===== src/rtl/redirect_hazard_unit.sv =====
// Load-use / branch-in-ID hazard detection and forwarding-match flags for the redirect pipeline.
// Define REDIRECT_HAZ_STATS_EN to build the stall/flush statistics counters.
module redirect_hazard_unit #(
    parameter int RA_W  = 5,
    parameter int CNT_W = 16
) (
    input  logic             clk,
    input  logic             rst_n,
    input  logic             id_valid,
    input  logic [RA_W-1:0]  id_rs,
    input  logic [RA_W-1:0]  id_rt,
    input  logic             id_use_rs,
    input  logic             id_use_rt,
    input  logic             id_we,
    input  logic [RA_W-1:0]  id_wa,
    input  logic             id_memrd,
    input  logic             id_branch,
    input  logic             flush,
    output logic             stall,
    output logic             idsrc1ex,
    output logic             idsrc2ex,
    output logic             idsrc1mem,
    output logic             idsrc2mem,
    output logic             aluaeq,
    output logic             alubeq,
    output logic             memaeq,
    output logic             membeq,
    output logic [CNT_W-1:0] stall_cnt,
    output logic [CNT_W-1:0] flush_cnt
);

    logic            ex_we, ex_memrd, mem_we, mem_memrd, wb_we;
    logic [RA_W-1:0] ex_wa, mem_wa, wb_wa;

    logic rs_ex, rt_ex, rs_mem, rt_mem, rs_wb, rt_wb;
    logic load_use, branch_haz;

    // Register 0 is hard-wired, so it never counts as a pending destination.
    function automatic logic match(input logic [RA_W-1:0] s, input logic we,
                                   input logic [RA_W-1:0] wa);
        return (s != '0) && we && (s == wa);
    endfunction

    always_comb begin
        rs_ex  = match(id_rs, ex_we, ex_wa);
        rt_ex  = match(id_rt, ex_we, ex_wa);
        rs_mem = match(id_rs, mem_we, mem_wa);
        rt_mem = match(id_rt, mem_we, mem_wa);
        rs_wb  = match(id_rs, wb_we, wb_wa);
        rt_wb  = match(id_rt, wb_we, wb_wa);

        load_use = id_valid && ex_memrd &&
                   ((id_use_rs && rs_ex) || (id_use_rt && rt_ex));

        // A branch compares in ID, so it must wait for ALU results in EX and load data in MEM.
        branch_haz = id_valid && id_branch &&
                     ((id_use_rs && (rs_ex || (rs_mem && mem_memrd))) ||
                      (id_use_rt && (rt_ex || (rt_mem && mem_memrd))));

        stall     = (load_use || branch_haz) && !flush;
        idsrc1ex  = rs_mem && !mem_memrd;
        idsrc2ex  = rt_mem && !mem_memrd;
        idsrc1mem = rs_wb;
        idsrc2mem = rt_wb;
    end

    always_ff @(posedge clk) begin
        if (!rst_n) begin
            ex_we     <= 1'b0;
            ex_wa     <= '0;
            ex_memrd  <= 1'b0;
            mem_we    <= 1'b0;
            mem_wa    <= '0;
            mem_memrd <= 1'b0;
            wb_we     <= 1'b0;
            wb_wa     <= '0;
            aluaeq    <= 1'b0;
            alubeq    <= 1'b0;
            memaeq    <= 1'b0;
            membeq    <= 1'b0;
        end else begin
            if (flush || stall) begin
                ex_we    <= 1'b0;
                ex_wa    <= '0;
                ex_memrd <= 1'b0;
                aluaeq   <= 1'b0;
                alubeq   <= 1'b0;
                memaeq   <= 1'b0;
                membeq   <= 1'b0;
            end else begin
                ex_we    <= id_valid && id_we;
                ex_wa    <= id_valid ? id_wa : '0;
                ex_memrd <= id_valid && id_memrd;
                aluaeq   <= id_use_rs && rs_ex;
                alubeq   <= id_use_rt && rt_ex;
                memaeq   <= id_use_rs && rs_mem;
                membeq   <= id_use_rt && rt_mem;
            end
            mem_we    <= ex_we;
            mem_wa    <= ex_wa;
            mem_memrd <= ex_memrd;
            wb_we     <= mem_we;
            wb_wa     <= mem_wa;
        end
    end

`ifdef REDIRECT_HAZ_STATS_EN
    logic [CNT_W-1:0] stall_cnt_q, flush_cnt_q;

    // Saturating counters: they stick at all-ones rather than wrapping.
    always_ff @(posedge clk) begin
        if (!rst_n) begin
            stall_cnt_q <= '0;
            flush_cnt_q <= '0;
        end else begin
            if (stall && (stall_cnt_q != '1))
                stall_cnt_q <= stall_cnt_q + CNT_W'(1);
            if (flush && (flush_cnt_q != '1))
                flush_cnt_q <= flush_cnt_q + CNT_W'(1);
        end
    end

    assign stall_cnt = stall_cnt_q;
    assign flush_cnt = flush_cnt_q;
`else
    assign stall_cnt = '0;
    assign flush_cnt = '0;
`endif

endmodule

===== config.mk =====
export PLATFORM = sky130hd
export DESIGN_NAME = redirect_hazard_unit
export DESIGN_NICKNAME = d
export VERILOG_FILES = /design/src/rtl/redirect_hazard_unit.sv
export SDC_FILE = /design/constraint.sdc
export NUM_CORES = 1
export LEC_CHECK = 0
export CAP_MARGIN = 10
export CORE_ASPECT_RATIO = 1.25
export CORE_UTILIZATION = 45
export DETAILED_ROUTE_END_ITERATION = 12
export PLACE_DENSITY = 0.85
export SLEW_MARGIN = 15
export SYNTH_ARGS = -nofsm -noshare
export SYNTH_HDL_FRONTEND = slang
export SYNTH_SLANG_ARGS = --single-unit

===== constraint.sdc =====
create_clock -name clk -period 3.2 [get_ports clk]
set_clock_uncertainty 0.2 [all_clocks]
set_input_delay 0.48 -clock clk [delete_from_list [all_inputs] [get_ports clk]]
set_output_delay 0.48 -clock clk [all_outputs]
set_load 0.01 [all_outputs]

==> results.md, run 1 <==
- Run status: completed
- Worst-case vdd ir drop: 233 µV
- # port buffers: 32
- Clock tree from TritonCTS: done
- Hold WC Path Type: register to register
- XOR/XNOR Fraction of Synth Area: 17.8%
- IO Pins: 65
- Netlist area before placement: 1480 µm²
- CP endpoint kind: output pin
- Iteration count of the initial detailed-routing pass: 4
- Worst-Margin Slew: 504 ps
- # Max-Cap Violations: 0
- Setup-failing EPs final: 0
- Maximum fanout along the worst path: 3
- Distinct cell type count after synthesis: 25
- Chip height: 66.0 µm
- Portion of total power attributed to the clock network: 34.0%
- Post-detailed-routing wire length: 2840 µm
- Per-cell routed wire length: 11.9 µm
- F_max: 328 MHz
- Clock buffers created by TritonCTS: 3
- Max transition margin: 66.3%
- Final Wtd Congestion: 0.793
- Leakage power summed over all cells: 0.000799 µW
- Area inside the core boundary: 3030 µm²
- Maximum number of pins on one net before global-route repair: 16
- Clk root buf: sky130_fd_sc_hd__clkbuf_4
- Post-synthesis share of cell area spent on full adders, half adders and majority gates: 0%
- Switching Power: 144 µW
- DRC violations left: 0
- Area share of and/or/nand/nor cells after synthesis: 28.7%
- Net total in the final layout: 227
- WS Path Type: input port to output pin
- List of most frequent post-synthesis cells: 33 x sky130_fd_sc_hd__buf_4, 24 x sky130_fd_sc_hd__dfxtp_1, 17 x sky130_fd_sc_hd__xnor2_1, 14 x sky130_fd_sc_hd__and2_1, 13 x sky130_fd_sc_hd__xor2_1
- Effective utilization at floorplan: 48.7%
- Share of Yosys cell area claimed by the top area cell type: 32.6%
- Antenna diode instance count: 0
- Switching portion of total power: 23.0%
- Post-DP HPWL: 2400 µm
- Clock-pin slew of the registers on the worst-case setup and hold paths: 120 ps
- RSZ-0062 raised after global routing: no
- Minimum hold slack: 296 ps
- Library cell with the highest instance count after synthesis: sky130_fd_sc_hd__buf_4
- Compound-cell area share of the yosys netlist: 2.37%
- Fraction of power consumed by combinational cells: 16.9%
- Placed standard-cell area: 1790 µm²
- Vias: 1,102
- Fraction of final layout cells with drive strength greater than 1: 16.3%
- Number of enable-type register cells in the synthesized netlist: 0
- Endpoint required time on the critical path: 2520 ps
- Post-CTS setup repair buffer count: 0
- Number of cells in the finished layout apart from fillers: 238
- Clock insertion delay at the later pin of the skew report: 310 ps
- Overall overflow remaining after global route: 0
- Period minus WS final: 3050 ps
- Mux contribution to synthesized area: 0%
- Final Max Tran Viols: 0
- Final core utilization: 60.9%
- Post-synthesis sequential area ratio: 32.6%
- Drt via density: 4.63
- Top flip-flop cell by instance count after synthesis: sky130_fd_sc_hd__dfxtp_1
- Cell type with the highest aggregate area in the netlist: sky130_fd_sc_hd__dfxtp_1
- Post-detailed-route count of antenna-violating nets: 0
- Die footprint: 3510 µm²
- Total placed cells including tap cells: 234
- Main combinational cell family by area after synthesis: simple AND/OR/NAND/NOR gates
- Number of H-tree levels: 1
- Pwr dens: 340 nW/µm²
- Part of the power in registers: 49.0%
- Mean cell area of the mapped netlist: 9.34 µm²
- Final clock period utilization by the worst path: 95.3%
- Data arrival time at the worst-slack endpoint: 2370 ps
- Setup ws final: 151 ps
- Final design instance area without fill: 1840 µm²
- First DRT Iteration DRCs: 6
- Register Area: 480 µm²
- Ranking of synthesized cells by area: sky130_fd_sc_hd__dfxtp_1 33%, sky130_fd_sc_hd__buf_4 17%, sky130_fd_sc_hd__xnor2_1 10%, sky130_fd_sc_hd__xor2_1 7.7%, sky130_fd_sc_hd__nor3_2 6.8%
- Nature of the critical path startpoint: input port
- Number of synthesized register bits: 24
- Area Overhead vs Synth: 24.9%
- Synth async-reset ratio: 0%
- Worst slack after detailed placement: -53.1 ps
- Number of filler cells placed in the layout: 292
- All-layer global routing usage: 17.5%
- First-pass GRT wire length: 4460 µm
- Cell count after synthesis: 158
- Hold Vio Cnt, Final: 0
- Ys Warns: 0
- Cell Int Power: 482 µW
- # rows: 22
- Clock Tree Buf Depth: 2
- Multi-input gate area: 841 µm²
- Number of global-route vias before repair: 1,001
- Initial antenna violation count: 0
- Overall die width: 53.2 µm
- Sinks on Clock Net: 24
power by group through the flow:
stage / registers, µW / clock network [µW] / logic, µW
floorplan: 313 / 0 / 79.7
global placement: 314 / 0 / 103
detailed placement: 314 / 0 / 105
CTS: 308 / 220 / 106
global route: 308 / 232 / 116
finish: 307 / 213 / 106
cells in the final DEF, fill, tap and decap left out, types with 4 or more instances in the layout:
cell type and count:
sky130_fd_sc_hd__dfxtp_1 24, sky130_fd_sc_hd__xnor2_1 17, sky130_fd_sc_hd__xor2_1 13, sky130_fd_sc_hd__nand3_1 11
sky130_fd_sc_hd__and2_1 14, sky130_fd_sc_hd__nor4_1 4, sky130_fd_sc_hd__conb_1 32, sky130_fd_sc_hd__nor3_2 10
sky130_fd_sc_hd__nor3_1 4, sky130_fd_sc_hd__nand4_1 4, sky130_fd_sc_hd__clkdlybuf4s50_1 31, sky130_fd_sc_hd__buf_4 14
state kept, by name (all words and copies together) (netlist names):
name       count
membeq         1
wb_wa          5
mem_memrd      1
mem_wa         5
ex_memrd       1
wb_we          1
memaeq         1
ex_we          1
ex_wa          5
mem_we         1
aluaeq         1
alubeq         1
repair_timing:
| item | 4_1_cts | 5_1_grt |
|---|---|---|
| hold buffers | 0 | 0 |
| setup endpoints to repair | 1 | 0 |
| resized for setup | 1 | 0 |
critical path, cell delays in order:
cell and delay, ps:
sky130_fd_sc_hd__clkdlybuf4s50_1 460, sky130_fd_sc_hd__buf_4 170, sky130_fd_sc_hd__xor2_1 150, sky130_fd_sc_hd__nor2_1 200, sky130_fd_sc_hd__nand3_1 100, sky130_fd_sc_hd__nor3_1 230, sky130_fd_sc_hd__clkdlybuf4s50_1 580
cell type report:
class	count	share of cell area, %
clock inverters	1	1.63
flip-flops and latches	24	26.1
multi-input cells	128	45.6
clock buffers	3	1.22
repair buffers	46	23.0
well taps	36	2.44
worst paths after layout:
kind / startpoint / to / slack (ps) / cells after the start
max reg2reg: ex_wa[3] / membeq / 1380 / 6
min: ex_memrd / mem_memrd / 300 / 1
max: id_rt[3] / idsrc2ex / 150 / 7
min reg2reg: ex_memrd / mem_memrd / 300 / 1
logic make-up (layout without fill, tap and decap cells):
family | count (synthesis) | after routing
simple gates | 63 | 63
compound gates | 3 | 3
other cells | 1 | 32
buf+inv | 37 | 50
xor+xnor | 30 | 30
flops | 24 | 24
per-layer routing:
| layer | vias to the layer above | track usage, % | wire length [µm] |
|---|---|---|---|
| li1 | 549 | - | - |
| met1 | 512 | 20.5 | 1150 |
| met2 | 41 | 32.2 | 1540 |
| met3 | 0 | 2.76 | 147 |
| met4 | 0 | 3.95 | 0 |
| met5 | - | 0 | 0 |
metrics by stage:
stage               total power (µW)  setup TNS, ps
global placement                 417          -11.7
finish                           627              0
CTS                              633              0
floorplan                        393              0
global route                     657              0
detailed placement               419          -53.1
No activity file was read; power rests on OpenSTA's default activity.
==> run 2: changes to the inputs <==
--- a/config.mk
+++ b/config.mk
@@ -7,6 +7,7 @@
 export LEC_CHECK = 0
 export CAP_MARGIN = 10
 export CORE_ASPECT_RATIO = 1.25
+export CORE_MARGIN = 4
 export CORE_UTILIZATION = 45
 export DETAILED_ROUTE_END_ITERATION = 12
 export PLACE_DENSITY = 0.85
==> constraint.sdc (replaced) <==
create_clock -name clk -period 3.2 [get_ports clk]
set_clock_uncertainty 0.2 [all_clocks]
set_input_delay 0.48 -clock clk [delete_from_list [all_inputs] [get_ports clk]]
set_output_delay 0.48 -clock clk [all_outputs]
set_load 0.1 [all_outputs]
==> run 2 against run 1 <==
  * Worst setup slack worse by 22 ps
  * Fmax down 0.71%
  * Core utilization down 2.5 points
  * First-iteration DRC count rose to 5.2 times the previous value
  * Worst hold slack worse by 3.6 ps
  * Total power up 21%
  * Sequential share of layout area down 0.31 points
  * Via count down 2.8%
  * Sequential power about the same
  * Die area up 21%
  * Design area up 1.2%
==> results.md, run 2 (same netlist as run 1, synthesis figures left out) <==
- Post-DP HPWL: 2410 µm
- Register-to-register path setup slack: 1450 ps
- Count of buffering cells on the critical path with inverters included: 2
- Commonest cells after routing, fill and taps aside: 32 x sky130_fd_sc_hd__conb_1, 24 x sky130_fd_sc_hd__dfxtp_1, 23 x sky130_fd_sc_hd__clkdlybuf4s50_1, 17 x sky130_fd_sc_hd__xnor2_1, 14 x sky130_fd_sc_hd__and2_1
- Number of filler cells placed in the layout: 272
- Clock tree from TritonCTS: done
- Clk root buf: sky130_fd_sc_hd__clkbuf_8
- Peak per-stage delay on the critical path: 530 ps
- Minimum hold slack: 293 ps
- Maximum number of pins on one net before global-route repair: 16
- Worst-Margin Slew: 524 ps
- Final design instance area without fill: 1870 µm²
- Placed standard-cell area: 1810 µm²
- Leakage power summed over all cells: 0.000799 µW
- RSZ-0062 raised after global routing: no
- Number of cells on the critical path: 7
- Most common library cell in the layout ignoring fill and taps: sky130_fd_sc_hd__conb_1
- Iteration count of the initial detailed-routing pass: 4
- Endpoint required time on the critical path: 2520 ps
- Per-cell routed wire length: 12.5 µm
- CP endpoint kind: output pin
- Number of H-tree levels: 1
- Clock Tree Buf Depth: 2
- Net total in the final layout: 221
- Data arrival time at the worst-slack endpoint: 2390 ps
- Nature of the critical path startpoint: input port
- Crit path launch: id_rs[2]
- First-pass GRT wire length: 4490 µm
- # Max-Cap Violations: 0
- IO Pins: 65
- Max transition margin: 65.0%
- Post-detailed-route count of antenna-violating nets: 0
- # port buffers: 32
- Final Wtd Congestion: 0.852
- Clock buffers created by TritonCTS: 3
- Largest registers: ex_wa (5), mem_wa (5), wb_wa (5)
- Antenna diode instance count: 0
- Setup-failing EPs final: 0
- Total Negative Setup Slacks: 0 ps
- Overall die width: 59.2 µm
- Hold WC Path Type: register to register
- Sinks on Clock Net: 24
- All-layer global routing usage: 14.1%
- Hold Vio Cnt, Final: 0
- Vias: 1,071
- Die footprint: 4260 µm²
- Max stage delay cell, worst path: sky130_fd_sc_hd__or4_4
- Overall power consumption: 755 µW
- DRC violations left: 0
- Post-CTS setup repair buffer count: 0
- Overall overflow remaining after global route: 0
- First DRT Iteration DRCs: 31
- Post-detailed-routing wire length: 2920 µm
- Setup crit end: stall
- Final Max Tran Viols: 0
- Final clock period utilization by the worst path: 96.0%
- Area Overhead vs Synth: 26.5%
- Area inside the core boundary: 3190 µm²
- Instance count along the most critical hold path: 1
- Post_cts resized: 0
- Period minus WS final: 3070 ps
- Pwr dens: 405 nW/µm²
- Crit-path leading delay family: simple AND/OR/NAND/NOR gates
- Number of cells in the finished layout apart from fillers: 233
- Worst-case vdd ir drop: 206 µV
- Hold-fix buffers, CTS: 0
- Chip height: 72.0 µm
- Clock insertion delay at the later pin of the skew report: 260 ps
- Effective utilization at floorplan: 46.2%
- WS Path Type: input port to output pin
- Number of global-route vias before repair: 1,012
- # rows: 23
- Clock-pin slew of the registers on the worst-case setup and hold paths: 80 ps
- Endpoint of the worst register-to-register path: memaeq
- FF-to-FF path depth: 6
- Drt via density: 4.60
- Maximum fanout along the worst path: 4
- Fraction of final layout cells with drive strength greater than 1: 20.4%
- F_max: 326 MHz
- Run status: completed
- Total placed cells including tap cells: 229
- Worst flop-to-flop path startpoint: ex_wa[2]
- Ordered list of cells on the worst path: clkdlybuf4s50_1 -> or4_4 -> nor2_4 -> nor3_2 -> o221a_4 -> o21ba_1 -> buf_12
- Initial antenna violation count: 0
-- run 2: how the worst min path moves through the flow --
| stage | slack [ps] | endpoint | from |
|---|---|---|---|
| final | 290 | mem_memrd | ex_memrd |
| after floorplan | 250 | mem_we | ex_we |
| after global placement | 260 | mem_memrd | ex_memrd |
| after detailed placement | 270 | mem_memrd | ex_memrd |
| after global routing | 320 | mem_memrd | ex_memrd |
| after CTS | 290 | mem_memrd | ex_memrd |
-- run 2: where the power goes --
group          switching (µW)  leakage [µW]  internal, µW
logic                     199      0.000576          49.9
clock network            89.6     0.0000288           110
registers                4.26      0.000194           303
total                     293      0.000799           463
-- run 2: layout make-up --
class	count	area, µm²	area share (%)
multi-input cells	128	863	46.3
flip-flops and latches	24	480	25.8
repair buffers	40	420	22.5
clock buffers	4	55.1	2.95
well taps	37	46.3	2.48
-- run 2: layer usage --
metal / vias to the layer above / part of all wire, % / global-route usage (%)
li1: 538 / - / -
met1: 478 / 38 / 15.8
met2: 51 / 51 / 23.9
met3: 4 / 9.0 / 2.49
met4: 0 / 2.4 / 9.07
met5: - / 0 / 0
-- run 2: worst reg2reg max path, stage by stage, from the launching register on --
cell and delay, ps:
sky130_fd_sc_hd__dfxtp_1 400, sky130_fd_sc_hd__xnor2_1 140, sky130_fd_sc_hd__nand4_1 130, sky130_fd_sc_hd__nor3_1 270, sky130_fd_sc_hd__o221a_4 230, sky130_fd_sc_hd__buf_4 200, sky130_fd_sc_hd__nor4_1 80
-- run 2: per-stage QoR --
stage / setup WS, ps / util (%)
after floorplan: 140 / -
after global placement: 180 / 56.7
after detailed placement: 144 / 56.7
after CTS: 128 / 58.4
after global routing: 64.9 / 58.4
final: 129 / 58.4
